`src/rtl/neuron_pkg.sv`:
```
// Shared types and constants for the neuron datapath (Q4.12 data, Q16.24 accumulation).
package neuron_pkg;

    localparam int DATA_W = 16;
    localparam int FRAC_W = 12;
    localparam int ACC_W  = 40;

    localparam logic [15:0] Q412_MAX = 16'h7FFF;
    localparam logic [15:0] Q412_MIN = 16'h8000;

    typedef logic signed [15:0] q412_t;

    typedef enum logic [1:0] {
        IDLE  = 2'd0,
        ACCUM = 2'd1,
        SAT   = 2'd2,
        OUT   = 2'd3
    } mac_state_t;

endpackage

```
`src/rtl/q412_round_sat.sv`:
```
// Combinational Q.24 accumulator to Q4.12 conversion: round half up, then saturate.
module q412_round_sat
    import neuron_pkg::*;
#(
    parameter int IN_W       = ACC_W,
    parameter int FRAC_SHIFT = FRAC_W
) (
    input  logic signed [IN_W-1:0] acc_in,
    output logic [15:0]            z_out
);

    localparam logic signed [IN_W:0] HALF =
        {{(IN_W - FRAC_SHIFT + 1){1'b0}}, 1'b1, {(FRAC_SHIFT - 1){1'b0}}};
    localparam logic signed [IN_W:0] MAX_EXT = {{(IN_W - 15){1'b0}}, Q412_MAX};
    localparam logic signed [IN_W:0] MIN_EXT = {{(IN_W - 15){1'b1}}, Q412_MIN};

    logic signed [IN_W:0] rounded;
    logic signed [IN_W:0] shifted;

    // One guard bit keeps the rounding add from wrapping at the top of the range.
    always_comb begin
        rounded = {acc_in[IN_W-1], acc_in} + HALF;
        shifted = rounded >>> FRAC_SHIFT;
        if (shifted > MAX_EXT) begin
            z_out = Q412_MAX;
        end else if (shifted < MIN_EXT) begin
            z_out = Q412_MIN;
        end else begin
            z_out = shifted[15:0];
        end
    end

endmodule

```
`src/rtl/neuron_mac.sv`:
```
// Streamed multiply-accumulate producing the rounded, saturated Q4.12 pre-activation.
//
// state | meaning
// IDLE  | waiting for start; bias loaded into acc on start
// ACCUM | accepting (x, w) pairs until N_INPUTS have arrived
// SAT   | round/saturate acc into the z_out register
// OUT   | z_out presented with out_valid until out_ready
module neuron_mac
    import neuron_pkg::*;
#(
    parameter int N_INPUTS = 4
) (
    input  logic        clk,
    input  logic        rst_n,
    input  logic        start,
    input  logic [15:0] bias,
    input  logic        in_valid,
    output logic        in_ready,
    input  logic [15:0] x_in,
    input  logic [15:0] w_in,
    output logic        out_valid,
    input  logic        out_ready,
    output logic [15:0] z_out,
    output logic        busy
);

    localparam int CNT_W = (N_INPUTS > 1) ? $clog2(N_INPUTS) : 1;
    localparam logic [CNT_W-1:0] LAST_CNT = CNT_W'(N_INPUTS - 1);

    mac_state_t              state_q, state_d;
    logic signed [ACC_W-1:0] acc_q, acc_d;
    logic [CNT_W-1:0]        count_q, count_d;
    logic [15:0]             z_q, z_d;

    logic signed [31:0]      prod;
    logic signed [ACC_W-1:0] prod_ext;
    logic signed [ACC_W-1:0] bias_ext;
    q412_t                   z_rs;

    assign prod     = $signed(x_in) * $signed(w_in);
    assign prod_ext = {{(ACC_W - 32){prod[31]}}, prod};
    // Bias is Q4.12; shifting by FRAC_W aligns it with the Q.24 products.
    assign bias_ext = {{(ACC_W - DATA_W - FRAC_W){bias[15]}}, bias, {FRAC_W{1'b0}}};

    q412_round_sat #(
        .IN_W       (ACC_W),
        .FRAC_SHIFT (FRAC_W)
    ) u_round_sat (
        .acc_in (acc_q),
        .z_out  (z_rs)
    );

    always_ff @(posedge clk) begin
        if (!rst_n) begin
            state_q <= IDLE;
            acc_q   <= '0;
            count_q <= '0;
            z_q     <= '0;
        end else begin
            state_q <= state_d;
            acc_q   <= acc_d;
            count_q <= count_d;
            z_q     <= z_d;
        end
    end

    always_comb begin
        state_d = state_q;
        acc_d   = acc_q;
        count_d = count_q;
        z_d     = z_q;
        case (state_q)
            IDLE: begin
                if (start) begin
                    acc_d   = bias_ext;
                    count_d = '0;
                    state_d = ACCUM;
                end
            end
            ACCUM: begin
                if (in_valid) begin
                    acc_d   = acc_q + prod_ext;
                    count_d = count_q + CNT_W'(1);
                    if (count_q == LAST_CNT) begin
                        state_d = SAT;
                    end
                end
            end
            SAT: begin
                z_d     = z_rs;
                state_d = OUT;
            end
            OUT: begin
                if (out_ready) begin
                    state_d = IDLE;
                end
            end
            default: state_d = IDLE;
        endcase
    end

    assign in_ready  = (state_q == ACCUM);
    assign out_valid = (state_q == OUT);
    assign busy      = (state_q != IDLE);
    assign z_out     = z_q;

endmodule

```
`config.mk`:
```
export PLATFORM = sky130hd
export DESIGN_NAME = neuron_mac
export DESIGN_NICKNAME = d
export VERILOG_FILES = /design/src/rtl/neuron_pkg.sv /design/src/rtl/q412_round_sat.sv /design/src/rtl/neuron_mac.sv
export SDC_FILE = /design/constraint.sdc
export NUM_CORES = 1
export LEC_CHECK = 0
export ABC_AREA = 1
export BUFFER_PORTS_ARGS = -buffer_cell sky130_fd_sc_hd__buf_2
export CORE_MARGIN = 5
export CORE_UTILIZATION = 44
export CTS_BUF_LIST = sky130_fd_sc_hd__clkbuf_4 sky130_fd_sc_hd__clkbuf_8
export DETAILED_ROUTE_END_ITERATION = 8
export SETUP_SLACK_MARGIN = 0.05
export SLEW_MARGIN = 20
export SYNTH_ARGS = -nofsm -noshare
export SYNTH_HDL_FRONTEND = slang
export SYNTH_SLANG_ARGS = --single-unit
```
`constraint.sdc`:
```
create_clock -name clk -period 6.7 [get_ports clk]
set_input_delay 0.335 -clock clk [delete_from_list [all_inputs] [get_ports clk]]
set_output_delay 0.335 -clock clk [all_outputs]
set_load 0.05 [all_outputs]
```
==> out/qor.csv <==
metric;value;unit
status;finished clean;
GR Overflow Total;0;
Main synth FF type;dfxtp_1;
final worst slack;422;ps
top-count cell post-synth;inv_1;
Final #Nets;2810;
Slew Limit Fails;0;
Crit-path slowest cell;fa_1;
RSZ-0062 raised after global routing;no;
top cells by count, synth;inv_1 (638), nand2_1 (500), fa_1 (330), nor2_1 (174), ha_1 (122);
area grow syn2layout;6.77;%
Syn Area/Cell;7.30;um2
H-tree Lvls;3;
Synth Area in Adders;48.8;%
drt total wl;47000;um
Worst Path Required;6920;ps
critical-path cell list;buf_2 > nand2_1 > inv_1 > fa_1 > inv_1 > fa_1 > fa_1 > inv_1 > fa_1 > fa_1 > inv_1 > fa_1 > inv_1 > ha_1 > nand2_1 > nor2_1 > inv_1 > nor2_1 > a21boi_0 > nor2_1 > nand3_1 > nand3_1 > o21ai_0 > a21oi_1;
Data arrival, critical path;6500;ps
Setup Fix Bufs, Post-CTS;0;
FMAX;159;MHz
CTS tree;done;
Unique masters post-synth;35;
initial drt markers;839;
skew final;15.9;ps
worst skew pair latency;350;ps
Die ar.;0.0419;mm2
post-synthesis compound-gate area fraction;7.01;%
maximum fanout along the worst path;12;
vias in the first global route;15000;
sequential cell area fraction in the yosys report;7.21;%
post-CTS resize count;0;
worst slack, placed;188;ps
largest net degree at the start of global routing;34;
fin crit period;6280;ps
total negative slack;0;ps
post-synth top area share;39.6;%
vias per cell;4.95;
Post-synth EDFFs;0;
All-Layer GR Usage;23.6;%
die height;205;um
Worst Path Buf+Inv;7;
crit path kind;input port to flip-flop;
Finished Layout Cells;2821;
ant diodes;0;
post-synthesis mux area share;0;%
worst slew pin tran;1060;ps
CP Launch Type;input port;
Final period util;93.7;%
Root Buffer;clkbuf_8;
Final setup viols;0;
top post-synthesis cells by area;fa_1 (40%), inv_1 (14%), nand2_1 (11%), ha_1 (9.2%), dfxtp_1 (7.2%);
Synth Register Bits;60;
post-synth net total;2787;
Detail Route Antenna Nets;0;
clk slew on worst S/H paths;80;ps
Final Hold Vio Count;0;
fraction of the mapped netlist area in simple logic gates;19.1;%
most area-hungry cell type in the Yosys netlist;fa_1;
drt drc;0;
cts bufs inserted;9;
Mapped Area;0.0167;mm2
DRT Pass-1 Iters;5;
Starting Density;44.5;%
Hold Path Class;input port to flip-flop;
Post-CTS Hold Buffers;0;
DR WL/cell;16.6;um
DP HPWL;41200;um
largest family of logic cells by synthesized area;adder cells;
RePlAce Congestion;1.01;
normalized max-slew margin;29.0;%
initial antenna violation count;0;
port buffer count;71;
layout cell share with drive strength beyond 1;5.67;%
I/O Pins;72;
Synth Warn #;0;
DP Cell Count;2805;
cell family with most CP delay;adder cells;
Synth async-reset ratio;0;%
core footprint;0.0375;mm2
Synth Instances;2282;
vias;14000;
CTS Buffer Depth;2;
Critical Path Max Stage Delay;630;ps
Die Wd;205;um
Setup crit end kind;flip-flop;
post-synthesis xor/xnor area fraction;1.47;%
clock sinks;60;
max-cap violations;0;
number of core rows;71;
first-pass GRT wire length;78900;um
-- placed cells by master (no fill, tap or decap), types with 60 or more instances in the layout --
| cell | Yosys | layout |
|---|---|---|
| ha_1 | 122 | 122 |
| o21ai_0 | 93 | 93 |
| nand3_1 | 72 | 72 |
| nand2_1 | 500 | 500 |
| buf_2 | 0 | 71 |
| dfxtp_1 | 60 | 60 |
| fa_1 | 330 | 330 |
| a21oi_1 | 97 | 97 |
| inv_1 | 638 | 637 |
| nor2_1 | 174 | 174 |
-- registers in the layout (all words and copies together), names as in the netlist --
signal   count
count_q      2
z_out       16
acc_q       40
state_q      2
-- per-layer routing --
metal  wire length, um  vias to the layer above  track usage, %  share of wire, %
met5                 0                        -               0                 0
met4              1500                        0            6.32               3.2
met3              1950                       61            2.22               4.2
met2             22900                      325            40.7                49
met1             20600                     6872            32.2                44
li1                  -                     6699               -                 -
-- cell families after synthesis --
logic type,count (synthesis)
AOI/OAI and AO/OA,222
xor gates and xnor gates,28
adders and majority gates,452
and+or+nand+nor,793
buffers and inverters,727
DFF,60
-- worst paths after layout --
path                                start   endpoint  slack (ps)  cells past startpoint
worst max-delay path             x_in[15]  acc_q[20]         420                     24
worst min-delay path              bias[3]  acc_q[15]         300                      3
worst max register to register  acc_q[15]  acc_q[20]        1070                     20
worst min register to register  z_out[15]  z_out[15]         470                      2
-- worst register-to-register path, stage by stage (launching register included) --
cell and delay [ps]:
dfxtp_1 500, inv_1 180, fa_1 520, inv_1 50, fa_1 530, fa_1 440, fa_1 490, inv_1 60
fa_1 560, inv_1 60, ha_1 410, nand2_1 130, nor2_1 170, inv_1 100, nor2_1 160, a21boi_0 520
nor2_1 120, nand3_1 100, nand3_1 170, o21ai_0 150, a21oi_1 100
-- through the flow --
step           hold WS [ps]  utilization (%)  instance area, um2
2_1_floorplan           429                -               16700
3_3_place_gp            448             46.7               17500
6_report                296             47.5               17800
4_1_cts                 276             47.5               17800
5_1_grt                 299             47.5               17800
3_5_place_dp            460             46.7               17500
-- layout make-up --
type	instances	area, um2
clock buffer	12	153
clock inverter	4	120
fill	3936	19700
inverter	643	2410
multi-input combinational	1495	12700
sequential	60	1200
tap	511	639
timing repair buffer	96	543
Power is left out: the tool's default activity adds up to more than one toggle a clock period on the data nets, which glitch-free logic cannot reach.
